===== config.mk =====
export PLATFORM = sky130hd
export DESIGN_NAME = bus_arbiter
export DESIGN_NICKNAME = d
export VERILOG_FILES = /design/src/rtl/bus_arbiter_pkg.sv /design/src/rtl/bus_port_buf.sv /design/src/rtl/bus_arbiter.sv
export SDC_FILE = /design/constraint.sdc
export NUM_CORES = 1
export LEC_CHECK = 0
export BUFFER_PORTS_ARGS = -buffer_cell sky130_fd_sc_hd__clkbuf_2
export CORE_MARGIN = 2
export CORE_UTILIZATION = 46
export CTS_CLUSTER_SIZE = 14
export DETAILED_ROUTE_END_ITERATION = 16
export GPL_TIMING_DRIVEN = 0
export PLACE_DENSITY = 0.79
export SLEW_MARGIN = 25
export SYNTH_ARGS = -nofsm -noshare
export SYNTH_HDL_FRONTEND = slang
export SYNTH_SLANG_ARGS = --single-unit

===== constraint.sdc =====
create_clock -name clk -period 2 [get_ports clk]
set_input_delay 0.3 -clock clk [delete_from_list [all_inputs] [get_ports clk]]
set_output_delay 0.3 -clock clk [all_outputs]
set_load 0.1 [all_outputs]

===== src/rtl/bus_arbiter_pkg.sv =====
// Shared types for the ibus/dbus memory arbiter: FSM state encoding and transaction owner IDs.
package bus_arbiter_pkg;
  typedef enum logic [1:0] {
    IDLE = 2'd0,
    ADDR = 2'd1,
    DATA = 2'd2
  } state_t;

  typedef enum logic {
    OWN_I = 1'b0,
    OWN_D = 1'b1
  } owner_t;

  localparam int WEN_W = 4;
endpackage


===== src/rtl/bus_port_buf.sv =====
// Per-port completion buffer: holds the result and done flag until the pipeline advances,
// and derives the port's stall and read data.
module bus_port_buf #(
  parameter int DATA_W = 32
) (
  input  logic              clk,
  input  logic              rst,
  input  logic              en,
  input  logic              complete,
  input  logic              pipe_stall,
  input  logic [DATA_W-1:0] bus_rdata,
  output logic              done,
  output logic              stall,
  output logic [DATA_W-1:0] rdata
);
  logic [DATA_W-1:0] data_buf;

  // A flushed request (en low at completion) leaves the done flag clear.
  always_ff @(posedge clk) begin
    if (rst) begin
      done     <= 1'b0;
      data_buf <= '0;
    end else begin
      if (complete) data_buf <= bus_rdata;
      if (complete && en && pipe_stall) done <= 1'b1;
      else if (!pipe_stall)             done <= 1'b0;
    end
  end

  always_comb begin
    stall = !rst && en && !done && !complete;
    rdata = complete ? bus_rdata : data_buf;
  end
endmodule


===== src/rtl/bus_arbiter.sv =====
// Arbitrates ibus (fetch) and dbus (load/store) onto one address/data-phase memory bus,
// one outstanding transaction at a time.
module bus_arbiter
  import bus_arbiter_pkg::*;
#(
  parameter int AW    = 32,
  parameter int DW    = 32,
  parameter bit DPRIO = 1'b1
) (
  input  logic             clk,
  input  logic             rst,
  input  logic             ibus_en,
  input  logic [AW-1:0]    ibus_addr,
  output logic [DW-1:0]    ibus_rdata,
  output logic             ibus_stall,
  input  logic             dbus_en,
  input  logic [AW-1:0]    dbus_addr,
  input  logic [WEN_W-1:0] dbus_wen,
  input  logic [DW-1:0]    dbus_wdata,
  output logic [DW-1:0]    dbus_rdata,
  output logic             dbus_stall,
  input  logic             pipe_stall,
  output logic             bus_req,
  output logic [AW-1:0]    bus_addr,
  output logic [WEN_W-1:0] bus_wen,
  output logic [DW-1:0]    bus_wdata,
  input  logic             bus_addr_ok,
  input  logic [DW-1:0]    bus_rdata,
  input  logic             bus_data_ok
);
  state_t state, state_nxt;
  owner_t owner;
  logic   i_done, d_done;
  logic   i_cand, d_cand, pick_d, issue;
  logic   complete, i_complete, d_complete;

  // State register plus the registered bus fields launched from IDLE.
  always_ff @(posedge clk) begin
    if (rst) begin
      state     <= IDLE;
      owner     <= OWN_I;
      bus_req   <= 1'b0;
      bus_addr  <= '0;
      bus_wen   <= '0;
      bus_wdata <= '0;
    end else begin
      state <= state_nxt;
      if (issue) begin
        bus_req   <= 1'b1;
        owner     <= pick_d ? OWN_D : OWN_I;
        bus_addr  <= pick_d ? dbus_addr : ibus_addr;
        bus_wen   <= pick_d ? dbus_wen : '0;
        bus_wdata <= pick_d ? dbus_wdata : '0;
      end else if (state == ADDR && bus_addr_ok) begin
        bus_req <= 1'b0;
      end
    end
  end

  always_comb begin
    state_nxt = state;
    case (state)
      IDLE:    if (i_cand || d_cand) state_nxt = ADDR;
      ADDR:    if (bus_addr_ok)      state_nxt = DATA;
      DATA:    if (bus_data_ok)      state_nxt = IDLE;
      default:                       state_nxt = IDLE;
    endcase
  end

  // data_ok outside DATA is ignored; a port already holding a result is not eligible.
  always_comb begin
    i_cand     = ibus_en && !i_done;
    d_cand     = dbus_en && !d_done;
    pick_d     = d_cand && (DPRIO || !i_cand);
    issue      = (state == IDLE) && (i_cand || d_cand);
    complete   = (state == DATA) && bus_data_ok;
    i_complete = complete && (owner == OWN_I);
    d_complete = complete && (owner == OWN_D);
  end

  bus_port_buf #(.DATA_W(DW)) u_ibuf (
    .clk        (clk),
    .rst        (rst),
    .en         (ibus_en),
    .complete   (i_complete),
    .pipe_stall (pipe_stall),
    .bus_rdata  (bus_rdata),
    .done       (i_done),
    .stall      (ibus_stall),
    .rdata      (ibus_rdata)
  );

  bus_port_buf #(.DATA_W(DW)) u_dbuf (
    .clk        (clk),
    .rst        (rst),
    .en         (dbus_en),
    .complete   (d_complete),
    .pipe_stall (pipe_stall),
    .bus_rdata  (bus_rdata),
    .done       (d_done),
    .stall      (dbus_stall),
    .rdata      (dbus_rdata)
  );
endmodule


==> out/metrics.cfg, run 1 <==
[cts]
clk_pin_slew_ps=60
numCtsBuffers=17
cts_sinks=138
cts_tree=done
max-clock-path-buffers=2
clk_latency_ps=420
cts-root-buf=clkbuf_16
h-tree-depth=4

[finish]
postLayoutCoreUtil=0.795
stdcell_count=1029
drive_above_1_share=0.492
fin_nets=988
area_growth_pct=67.3

[outcome]
violations=setup timing
status=finished, violations left

[pwr]
p_comb_frac=0.255
clock_power_share=0.383
pwr_density_cell_mw_per_mm2=853
switching_share=0.345
p_int_mw=5.38
p_sw_mw=2.83
power_frac_seq=0.362
p_leak_nw=4.42
ir_drop_uv=730
total_power_mw=8.21

[floorplanning]
die_width_um=116
die_area_sq_mm=0.0134
io_pins=274
core.rowCount=40
core-area_sq_mm=0.0121
die_y_um=116
start_util=0.475

[placement]
dp_cells=979
dp_hpwl_um=12300
gp_congestion=0.813
io_buffers=273

[drt]
post-route-drc-count=0
num_vias=5685
wl_um=22900
drt_first_pass_iters=6
vias_per_cell=5.52
wl_per_cell_um=22.2
ant_nets=0
drtIter0Drc=395

[timing]
setup_tns_ps=-15030
hold_violations=0
relSlewSlack=0.557
fmax_mhz=431
slew_violations=0
fin_crit_sh=1.16
worst_slack_ps=-318
grt_setup_unrepaired=true
skew_ps=6.86
min_period_ps=2320
setup_viol_count_final=66
tightestPinTransition_ps=665

[logic_synthesis]
ys_async_sr_fraction=0
yosys.area.top_type=dfxtp_1
ys_warn_count=0
ys_top_cells_by_area=dfxtp_1 48%, mux2_2 13%, and2_1 7.0%
synth_top_area_frac=0.480
syn_inst=538
synth_cell_types=32
synthFlopType=dfxtp_1
avgSynthCellArea_sq_um=10.7
yosysMostFrequentCell=dfxtp_1
synthTopCellsByCount=138 x dfxtp_1, 64 x and2_1, 64 x mux2_2, 36 x a32o_1, 35 x nand2_1
synth-seq-cells=138
synth_edf_count=0
syn-cell-area_sq_mm=0.00576
syn_nets=677
yosysSeqAreaShare=0.480

[global_routing]
grt_max_degree=20
grtUsageTotal=0.306
antenna_found_initial=1
grt-ovfl-total=0
grt_pass1_vias=5782
grt_first_pass_wirelength_um=31000

[critical_path]
cp-end-kind=primary output
path_cells=nor4bb_1 > buf_4 > buf_4 > buf_4 > mux2_4 > clkbuf_16
slowest_stage=dfxtp_2
cp-start-kind=flop
worstPathArrival_ps=2020
worstPathRequired_ps=1700
path_common_cell=buf_4
crit_fanout=7
crit_family=buffers and inverters
cpPeakStageDelay_ps=330
crit_type=flop to primary output
critPathBufInv=4

[min_path]
hold_class=input port to flop

[flow_run]
maxCapViolations=0

layout make-up:
class / instances / area (sq um)
diodes: 1 / 2.50
plain buffers: 47 / 332
clock buffers: 22 / 484
clock inverters: 8 / 93.8
fillers: 715 / 2480
inverters: 2 / 7.51
multi-input cells: 350 / 2890
flip-flops and latches: 138 / 2770
well taps: 168 / 210
repair buffers: 293 / 2840
layer usage:
| layer | part of all wire | vias up | GRT usage |
|---|---|---|---|
| li1 | - | 2546 | - |
| met1 | 0.35 | 2744 | 0.313 |
| met2 | 0.52 | 322 | 0.559 |
| met3 | 0.075 | 73 | 0.0842 |
| met4 | 0.051 | 0 | 0.180 |
| met5 | 0 | - | 0 |
cells by family after synthesis:
| group | synth area share |
|---|---|
| compound gates | 0.118 |
| buf+inv | 0.0474 |
| flops | 0.480 |
| mux | 0.181 |
| simple gates | 0.173 |
power groups by stage:
stage	clock network, mW	registers [mW]	logic (mW)
floorplan	0	3.89	0.623
global placement	0	3.01	1.88
detailed placement	0	3.02	1.90
CTS	3.11	2.96	2.04
global route	3.27	2.98	2.16
finish	3.15	2.97	2.09
through the flow:
| stage | hold slack, ps | setup WS (ps) | instance area [sq um] |
|---|---|---|---|
| 2_1_floorplan | 426 | -102 | 5780 |
| 3_3_place_gp | 445 | -185 | 7350 |
| 3_5_place_dp | 453 | -196 | 7350 |
| 4_1_cts | 80.4 | -310 | 9420 |
| 5_1_grt | 95.5 | -380 | 9630 |
| 6_report | 91.5 | -318 | 9630 |
state kept, by name (all words and copies together), names as in the netlist:
register         count
bus_addr            32
bus_req              1
bus_wdata           32
bus_wen              4
owner                1
state                2
u_dbuf.data_buf     32
u_dbuf.done          1
u_ibuf.data_buf     32
u_ibuf.done          1
path summary, 6_finish.rpt:
| path | from | endpoint | slack, ps | depth (start not counted) |
|---|---|---|---|---|
| min reg2reg | bus_req | bus_req | 470 | 2 |
| min | dbus_wdata[15] | bus_wdata[15] | 90 | 2 |
| max | state[0] | ibus_rdata[1] | -320 | 6 |
| max reg2reg | u_dbuf.done | bus_addr[20] | 120 | 6 |
cells in the final DEF, fill, tap and decap left out, drive strengths merged, types with 3 or more instances in the layout:
cell and n:
clkbuf 305, dfxtp 138, and2 64, mux2 64, buf 57, a32o 36
nand2 35, mux2i 32, nor2b 32, nand3 32, o211ai 32, clkinv 6
a21oi 5, nor2 3
what timing repair did:
| item | in CTS | in global routing |
|---|---|---|
| setup endpoints to repair | 66 | 66 |
| resized for setup | 230 | 46 |
| buffers inserted | 12 | 7 |
| hold buffers | 0 | 0 |
| pin swaps | 0 | 2 |
| cloned | 1 | 0 |
(Power assumes the default switching activity.)
==> run 2, diff against run 1 <==
- CAP_MARGIN: not set -> 10
- PLACE_DENSITY: 0.79 -> 0.81
==> run 2 against run 1 <==
  * The run still ends with setup timing left
  * Total power grew 0.56%
  * Wire length shrank 14%
  * Critical path depth is the same
  * Design area shrank 5.3%
  * Die area is the same
==> out/metrics.cfg, run 2 (synthesized netlist as in run 1, its figures left out) <==
[placement]
gp_congestion=0.784
pre_cts_ws_ps=-179
dp_hpwl_um=11900
placed_area_sq_mm=0.00735
io_buffers=273

[cts]
numCtsBuffers=17
cts_tree=done
max-clock-path-buffers=2
clk_latency_ps=420
cts-root-buf=clkbuf_16
h-tree-depth=4
hold_buffers=0
cts_sinks=138
clk_pin_slew_ps=60

[global_routing]
grt-ovfl-total=0
grt_max_degree=20
grt-busiest-layer=met2
grt_first_pass_wirelength_um=27200
grt_use_met1=0.275
grt_util_met2=0.474
grt_pass1_vias=5488
antenna_found_initial=2
grtUsageTotal=0.265
use_met3=0.0973

[min_path]
hold_class=input port to flop

[floorplanning]
core-area_sq_mm=0.0121
die_width_um=116
die_y_um=116
core.rowCount=40
die_area_sq_mm=0.0134
io_pins=274
start_util=0.475

[finish]
final_cell_mix=207 x clkbuf_2, 136 x dfxtp_1, 64 x and2_1
multi_input_area_sq_mm=0.00288
area_growth_pct=58.3
postLayoutCoreUtil=0.752
layout_commonest_cell=clkbuf_2
seqCellArea_sq_mm=0.00277
drive_above_1_share=0.486
fin_area_sq_mm=0.00911
fin_nets=982
n_fill_cell=811

[timing]
hold_violations=0
fin_crit_sh=1.17
grt_setup_unrepaired=true
relSlewSlack=0.533
skew_ps=6.94
fmax_mhz=426
setup_tns_ps=-17170
setup_viol_count_final=65
slew_violations=0
tightestPinTransition_ps=700
worst_slack_ps=-348
min_period_ps=2350

[drt]
wl_per_cell_um=19.1
wl_um=19600
drtIter0Drc=356
ant_nets=0
num_vias=5444
post-route-drc-count=0
vias_per_cell=5.31
drt_first_pass_iters=4

[critical_path]
cp-start-kind=flop
worstPathArrival_ps=2050
worstPathRequired_ps=1700
crit_fanout=5
cp-end-kind=primary output
crit_type=flop to primary output

[flow_run]
maxCapViolations=0

[pwr]
total_power_mw=8.26
p_leak_nw=4.21
pwr_density_cell_mw_per_mm2=906
ir_drop_uv=711

[outcome]
violations=setup timing
status=finished, violations left

[run 2: cell count changes in the layout (fill, tap and decap cells not counted), moves of 4 or more]
| cell | previous run | this run |
|---|---|---|
| mux2_4 | 36 | 32 |
| clkbuf_16 | 71 | 52 |
| clkbuf_8 | 4 | 8 |
| buf_12 | 13 | 4 |
| buf_8 | 8 | 3 |
| clkbuf_4 | 0 | 27 |
| mux2_2 | 28 | 32 |
[run 2: path summary, 6_finish.rpt]
check / slack, ps / start / depth (start not counted) / endpoint
worst min-delay path: 90 / dbus_wdata[17] / 2 / bus_wdata[17]
worst min register to register: 460 / u_ibuf.done / 2 / u_ibuf.done
worst max-delay path: -350 / state[0] / 6 / ibus_rdata[10]
worst max register to register: 190 / state[0] / 7 / u_ibuf.data_buf[6]
[run 2: critical path, stage by stage, from the launching register on]
cell and delay (ps):
dfxtp_4 360, nor4bb_4 290, buf_6 180, buf_12 120, buf_8 130, mux2_4 340
clkbuf_16 210
[run 2: cell type report]
class,count,share of cell area
multi-input cells,350,0.316
flip-flops and latches,138,0.304
repair buffers,287,0.256
clock buffers,25,0.0544
plain buffers,47,0.0336
well taps,168,0.0231
clock inverters,7,0.0124
inverters,2,0.000824
diodes,1,0.000275
[run 2: metrics by stage]
stage | hold WS, ps | instances
final | 94.8 | 1025
after global routing | 87.1 | 1024
after CTS | 82.5 | 1012
after detailed placement | 448 | 979
after global placement | 440 | 979
after floorplan | 426 | 538
[run 2: report_power, final]
part | internal, mW | switching (mW)
Sequential | 2.89 | 0.0752
Clock | 2.09 | 1.15
Combinational | 0.527 | 1.53
Total | 5.51 | 2.75
[run 2: layer usage]
metal  share of wire  wire length (um)  up-vias
met4           0.023               458        2
met3           0.086              1690       41
li1                -                 -     2540
met1            0.37              7200     2626
met5         0.00066                13        -
met2            0.52             10300      235
[run 2: what timing repair did]
item / 4_1_cts / 5_1_grt
gates resized for setup: 154 / 41
pin swaps: 0 / 2
buffers inserted: 2 / 11
setup endpoints to repair: 66 / 66
cloned: 0 / 2
